--- src/rtl/ifq_pkg.sv ---
// ----------------------------------------------------------------------------
// ifq_pkg
// Shared types and constants for the IF/ID instruction queue.
//   ifq_entry_t        : one queue entry {pc, npc, ir}
//   IFQ_DEPTH_DEFAULT  : default number of queue entries
//   ifq_entry_zero     : all-zero entry, driven on the outputs when empty
// ----------------------------------------------------------------------------
package ifq_pkg;

    localparam int IFQ_DEPTH_DEFAULT = 4;

    typedef struct packed {
        logic [31:0] pc;
        logic [31:0] npc;
        logic [31:0] ir;
    } ifq_entry_t;

    function automatic ifq_entry_t ifq_entry_zero();
        ifq_entry_t e;
        e.pc  = 32'h0000_0000;
        e.npc = 32'h0000_0000;
        e.ir  = 32'h0000_0000;
        return e;
    endfunction

endpackage

--- src/rtl/ifq_ptr.sv ---
// ----------------------------------------------------------------------------
// ifq_ptr
// Wrapping pointer of AW bits; wraps naturally modulo 2**AW.
// Ports:
//   clk  : clock
//   rst  : asynchronous active-low reset (pointer -> 0)
//   inc  : advance the pointer by one
//   clr  : return the pointer to 0 (wins over inc)
//   ptr  : current pointer value
// ----------------------------------------------------------------------------
module ifq_ptr #(
    parameter int AW = 2
) (
    input  logic          clk,
    input  logic          rst,
    input  logic          inc,
    input  logic          clr,
    output logic [AW-1:0] ptr
);

    logic [AW-1:0] ptr_r;

    // Pointer register: clear has priority over increment.
    always_ff @(posedge clk or negedge rst) begin
        if (!rst) begin
            ptr_r <= '0;
        end else if (clr) begin
            ptr_r <= '0;
        end else if (inc) begin
            ptr_r <= ptr_r + AW'(1);
        end else begin
            ptr_r <= ptr_r;
        end
    end

    assign ptr = ptr_r;

endmodule

--- src/rtl/if_id_queue.sv ---
// ----------------------------------------------------------------------------
// if_id_queue
// In-order instruction queue decoupling fetch from decode. Holds up to DEPTH
// {PC, NPC, IR} entries and presents the oldest one to decode. ifq_full_out is
// the fetch stall; ex_take_branch_in flushes everything.
// Optional feature macro: IFQ_BYPASS_EN -- when the queue is empty, a fetched
// instruction is forwarded combinationally to decode (0-cycle latency) and is
// not stored at all if decode accepts it in the same cycle.
// Ports:
//   clk, rst (async active-low)
//   if_PC_in/if_NPC_in/if_IR_in/if_valid_inst_in : push side from fetch
//   ex_take_branch_in : flush
//   id_ready_in       : decode accepts the head entry
//   if_id_*_out       : head entry (zero when empty)
//   ifq_full_out      : queue full
//   ifq_count_out     : occupancy
// ----------------------------------------------------------------------------
module if_id_queue
    import ifq_pkg::*;
#(
    parameter int DEPTH = IFQ_DEPTH_DEFAULT
) (
    input  logic                       clk,
    input  logic                       rst,
    input  logic [31:0]                if_PC_in,
    input  logic [31:0]                if_NPC_in,
    input  logic [31:0]                if_IR_in,
    input  logic                       if_valid_inst_in,
    input  logic                       ex_take_branch_in,
    input  logic                       id_ready_in,
    output logic [31:0]                if_id_PC_out,
    output logic [31:0]                if_id_NPC_out,
    output logic [31:0]                if_id_IR_out,
    output logic                       if_id_valid_inst_out,
    output logic                       ifq_full_out,
    output logic [$clog2(DEPTH):0]     ifq_count_out
);

    localparam int AW = $clog2(DEPTH);
    localparam int CW = AW + 1;
    localparam logic [CW-1:0] FULL_CNT = CW'(DEPTH);

    ifq_entry_t        mem_r [DEPTH];
    logic [CW-1:0]     count_r;
    logic [AW-1:0]     head_s;
    logic [AW-1:0]     tail_s;
    logic              empty_s;
    logic              full_s;
    logic              valid_out_s;
    logic              pop_s;
    logic              push_s;
    logic              pop_q_s;
    logic              push_q_s;
    logic              bypass_s;
    ifq_entry_t        in_entry_s;
    ifq_entry_t        out_entry_s;

    assign empty_s  = (count_r == {CW{1'b0}});
    assign full_s   = (count_r == FULL_CNT);
    assign in_entry_s.pc  = if_PC_in;
    assign in_entry_s.npc = if_NPC_in;
    assign in_entry_s.ir  = if_IR_in;

`ifdef IFQ_BYPASS_EN
    // rst gates the bypass so every output reads 0 while reset is held.
    assign bypass_s = rst & empty_s & if_valid_inst_in & ~ex_take_branch_in;
`else
    assign bypass_s = 1'b0;
`endif

    // Handshake decode; a bypassed instruction accepted by decode never
    // touches the array, so the queue-side pop/push are masked for it.
    always_comb begin
        valid_out_s = ~empty_s | bypass_s;
        pop_s       = id_ready_in & valid_out_s;
        push_s      = if_valid_inst_in & (~full_s | pop_s);
        if (bypass_s) begin
            pop_q_s  = 1'b0;
            push_q_s = push_s & ~pop_s;
        end else begin
            pop_q_s  = pop_s;
            push_q_s = push_s;
        end
    end

    ifq_ptr #(.AW(AW)) u_head (
        .clk (clk),
        .rst (rst),
        .inc (pop_q_s),
        .clr (ex_take_branch_in),
        .ptr (head_s)
    );

    ifq_ptr #(.AW(AW)) u_tail (
        .clk (clk),
        .rst (rst),
        .inc (push_q_s),
        .clr (ex_take_branch_in),
        .ptr (tail_s)
    );

    // Occupancy counter: flush first, then +1/-1/hold.
    always_ff @(posedge clk or negedge rst) begin
        if (!rst) begin
            count_r <= '0;
        end else if (ex_take_branch_in) begin
            count_r <= '0;
        end else if (push_q_s && !pop_q_s) begin
            count_r <= count_r + CW'(1);
        end else if (pop_q_s && !push_q_s) begin
            count_r <= count_r - CW'(1);
        end else begin
            count_r <= count_r;
        end
    end

    // Entry storage; contents are not reset since they are hidden while empty.
    always_ff @(posedge clk) begin
        if (push_q_s && !ex_take_branch_in) begin
            mem_r[tail_s] <= in_entry_s;
        end
    end

    // Output mux: bypass, head entry, or zeros when empty.
    always_comb begin
        out_entry_s = ifq_entry_zero();
        if (bypass_s) begin
            out_entry_s = in_entry_s;
        end else if (!empty_s) begin
            out_entry_s = mem_r[head_s];
        end else begin
            out_entry_s = ifq_entry_zero();
        end
    end

    assign if_id_PC_out         = out_entry_s.pc;
    assign if_id_NPC_out        = out_entry_s.npc;
    assign if_id_IR_out         = out_entry_s.ir;
    assign if_id_valid_inst_out = valid_out_s;
    assign ifq_full_out         = full_s;
    assign ifq_count_out        = count_r;

endmodule

--- config.mk ---
export PLATFORM = sky130hd
export DESIGN_NAME = if_id_queue
export DESIGN_NICKNAME = d
export VERILOG_FILES = /design/src/rtl/ifq_pkg.sv /design/src/rtl/ifq_ptr.sv /design/src/rtl/if_id_queue.sv
export SDC_FILE = /design/constraint.sdc
export NUM_CORES = 1
export LEC_CHECK = 0
export BUFFER_PORTS_ARGS = -buffer_cell sky130_fd_sc_hd__buf_2
export CORE_AREA = 3 3 187 189
export DETAILED_ROUTE_END_ITERATION = 7
export DIE_AREA = 0 0 190 192
export GPL_ROUTABILITY_DRIVEN = 0
export SLEW_MARGIN = 20
export SYNTH_ARGS = -nofsm -noshare
export SYNTH_HDL_FRONTEND = slang
export SYNTH_SLANG_ARGS = --single-unit
--- constraint.sdc ---
create_clock -name clk -period 11.15 [get_ports clk]
set_input_delay 1.6725 -clock clk [delete_from_list [all_inputs] [get_ports clk]]
set_output_delay 1.6725 -clock clk [all_outputs]
set_load 0.01 [all_outputs]
==> impl_metrics.json <==
{
  "status": "complete, no violations",
  "tns_ns": 0,
  "worstMarginPinSlew_ns": 0.9401,
  "drc": 0,
  "synth_cell_types": 31,
  "grt_use_total_pct": 15.95,
  "slew_viol_final": 0,
  "syn_inst": 672,
  "postPlaceCellArea_sq_um": 16530,
  "grt_overflow": 0,
  "hold_viol": 0,
  "via_per_inst": 5.168,
  "initial_core_util_pct": 45.02,
  "die_height_um": 192,
  "powerDensity_nw_per_um2": 227.7,
  "ir_drop_v": 0.0001423,
  "cts_htree_levels": 2,
  "wire_per_inst_um": 21.25,
  "antenna_found_initial": 4,
  "fmax_mhz": 216.9,
  "insertion_delay_ns": 0.52,
  "syn_nets": 778,
  "dr.pass1.iters": 4,
  "yosysWarnings": 0,
  "root_buffer": "clkbuf_16",
  "worstPathRequired_ns": 9.48,
  "ios": 202,
  "fin_crit_sh_pct": 41.34,
  "grt_pass1_wl_mm": 44.42,
  "die_area_sq_um": 36480,
  "rows": 67,
  "cts_resized": 0,
  "die_w_um": 190,
  "ys_seq_elements": 391,
  "dp_hpwl_mm": 16.51,
  "critPathMaxFanout": 57,
  "syn_to_final_growth_pct": 18.21,
  "multi_input_area_sq_um": 3142,
  "vias": 7085,
  "synthesis.area_sq_um": 15060,
  "cp-start-kind": "flip-flop",
  "wl_mm": 29.14,
  "grt_max_degree": 62,
  "cp.arrival_ns": 2.94,
  "ff2ff_path_depth": 4,
  "reg2reg_slack_ns": 8.63,
  "ys_seq_area_share_pct": 77.75,
  "min_path_type": "flip-flop to flip-flop",
  "initialDrtViolationCount": 336,
  "crit_path_end_kind": "primary output",
  "r2r_end": "mem_r[0][70]$_DFFE_PP_",
  "grt_pass1_vias": 7600,
  "seq_area_sq_um": 11710,
  "hold_path_depth": 2,
  "drive_gt1_share_pct": 40.30,
  "numClockSinks": 391,
  "min_from": "u_tail.ptr[1]$_DFFE_PN0P_",
  "path_clk_slew_ns": 0.06,
  "maxSlewHeadroom_pct": 37.33,
  "port_buffers": 201,
  "cts_setup_buffers": 0,
  "min_to": "u_tail.ptr[1]$_DFFE_PN0P_",
  "coreArea_sq_um": 33450,
  "reg2reg_from": "ifq_count_out[2]$_DFFE_PN0P_",
  "tritoncts": "done",
  "worstSetupPathType": "flip-flop to primary output",
  "fillers": 2627,
  "fin_area_sq_um": 17800,
  "ant_nets": 0,
  "rsz0062_at_grt": "no",
  "p_leak_nw": 6.074,
  "finalCriticalPeriod_ns": 4.610,
  "cts_max_path_buffers": 3,
  "holdBufCountCts": 0,
  "numCtsBuffers": 42,
  "drv_cap": 0,
  "setup_viol": 0,
  "finClkSkew_ns": 0.01069,
  "n_antenna_cell": 0,
  "avgSynthCellArea_sq_um": 22.41,
  "fin_nets": 997
}
worst max path at each step:
stage                                         start               endpoint  slack (ns)  cells after the start
after floorplan                         id_ready_in  mem_r[0][0]$_DFFE_PP_        1.29                      3
after global routing      u_head.ptr[1]$_DFFE_PN0P_        if_id_PC_out[9]        6.39                      4
after global placement    u_head.ptr[1]$_DFFE_PN0P_        if_id_IR_out[2]        7.01                      4
final                     u_head.ptr[1]$_DFFE_PN0P_      if_id_NPC_out[15]        6.54                      4
after detailed placement  u_head.ptr[1]$_DFFE_PN0P_      if_id_NPC_out[15]        7.01                      4
after CTS                 u_head.ptr[1]$_DFFE_PN0P_      if_id_NPC_out[15]        6.46                      4
Yosys cell counts (all sizes together):
cell | instances | area [sq um]
and3 | 1 | 6.260
fa | 1 | 20.02
nor2b | 1 | 6.260
ha | 4 | 50.05
xor2 | 2 | 17.52
nor2 | 10 | 37.54
dfrtp | 7 | 175.2
o31ai | 1 | 7.510
mux2 | 3 | 37.53
mux4 | 96 | 2162
xnor2 | 1 | 8.760
nand2b | 4 | 25.02
or3 | 2 | 12.51
and2 | 96 | 600.6
nor4b | 1 | 8.760
a221oi | 1 | 15.01
mux2i | 2 | 20.02
nor3b | 4 | 30.03
buf | 22 | 151.4
edfxtp | 384 | 11530
clkbuf | 16 | 60.06
a31oi | 2 | 12.51
o21ai | 2 | 10.01
or3b | 1 | 8.760
o21a | 2 | 15.01
o311ai | 1 | 8.760
inv | 5 | 18.77
worst max-delay path: stages (launching register included):
cell,delay [ns]
dfrtp_4,0.83
buf_4,0.80
mux4_2,0.42
and2_1,0.18
buf_2,0.14
logic make-up (layout without fill, tap and decap cells):
family | after synthesis | after routing | synth area share [%]
and+or+nand+nor | 120 | 120 | 4.886
DFF | 391 | 391 | 77.75
AOI/OAI and AO/OA | 9 | 9 | 0.4570
xor gates and xnor gates | 3 | 3 | 0.1745
muxes | 101 | 101 | 14.74
adders and majority gates | 5 | 5 | 0.4654
buffers and inverters | 43 | 294 | 1.529
report_power, final:
group / internal (mW) / switching, mW
Sequential: 1.69 / 0.0427
Combinational: 0.498 / 0.546
Clock: 0.751 / 0.524
cell usage in the layout, fill, tap and decap left out, types with 4 or more instances in the layout:
| master | Yosys | layout |
|---|---|---|
| and2_1 | 96 | 96 |
| buf_2 | 16 | 201 |
| buf_4 | 1 | 12 |
| clkbuf_1 | 16 | 11 |
| clkbuf_16 | 0 | 43 |
| clkinv_1 | 0 | 11 |
| clkinv_2 | 0 | 8 |
| dfrtp_1 | 7 | 5 |
| edfxtp_1 | 384 | 384 |
| ha_1 | 4 | 4 |
| inv_1 | 5 | 5 |
| mux4_2 | 96 | 96 |
| nand2b_1 | 4 | 4 |
| nor2_1 | 10 | 10 |
| nor3b_2 | 0 | 4 |
final cells by class:
cell class	instances	share of cell area (%)
clock buffer	54	6.278
clock inverter	22	0.8436
inverter	5	0.1054
multi-input combinational	238	17.65
sequential	391	65.81
tap	448	3.149
timing repair buffer	213	6.158
routing by layer:
metal,vias up,part of all wire (%),track usage [%]
met5,-,0.13,0
met4,6,1.6,3.696
met3,48,6.1,3.723
met2,197,49,26.47
met1,3666,43,21.69
li1,3168,-,-
through the flow:
step	setup slack (ns)	total power, mW	util, %	hold slack (ns)	std cells
CTS	6.458	4.133	53.21	0.5967	1371
floorplan	1.291	2.479	-	0.5541	672
finish	6.540	4.052	53.21	0.5963	1371
global route	6.394	4.275	53.21	0.6131	1371
global placement	7.012	2.844	49.42	0.5909	1295
detailed placement	7.013	2.847	49.42	0.5888	1295
registers in the layout (all words and copies together) (netlist names):
signal	flops
ifq_count_out	3
mem_r	384
u_head.ptr	2
u_tail.ptr	2
Note: power is estimated with default switching activity, not from simulation.
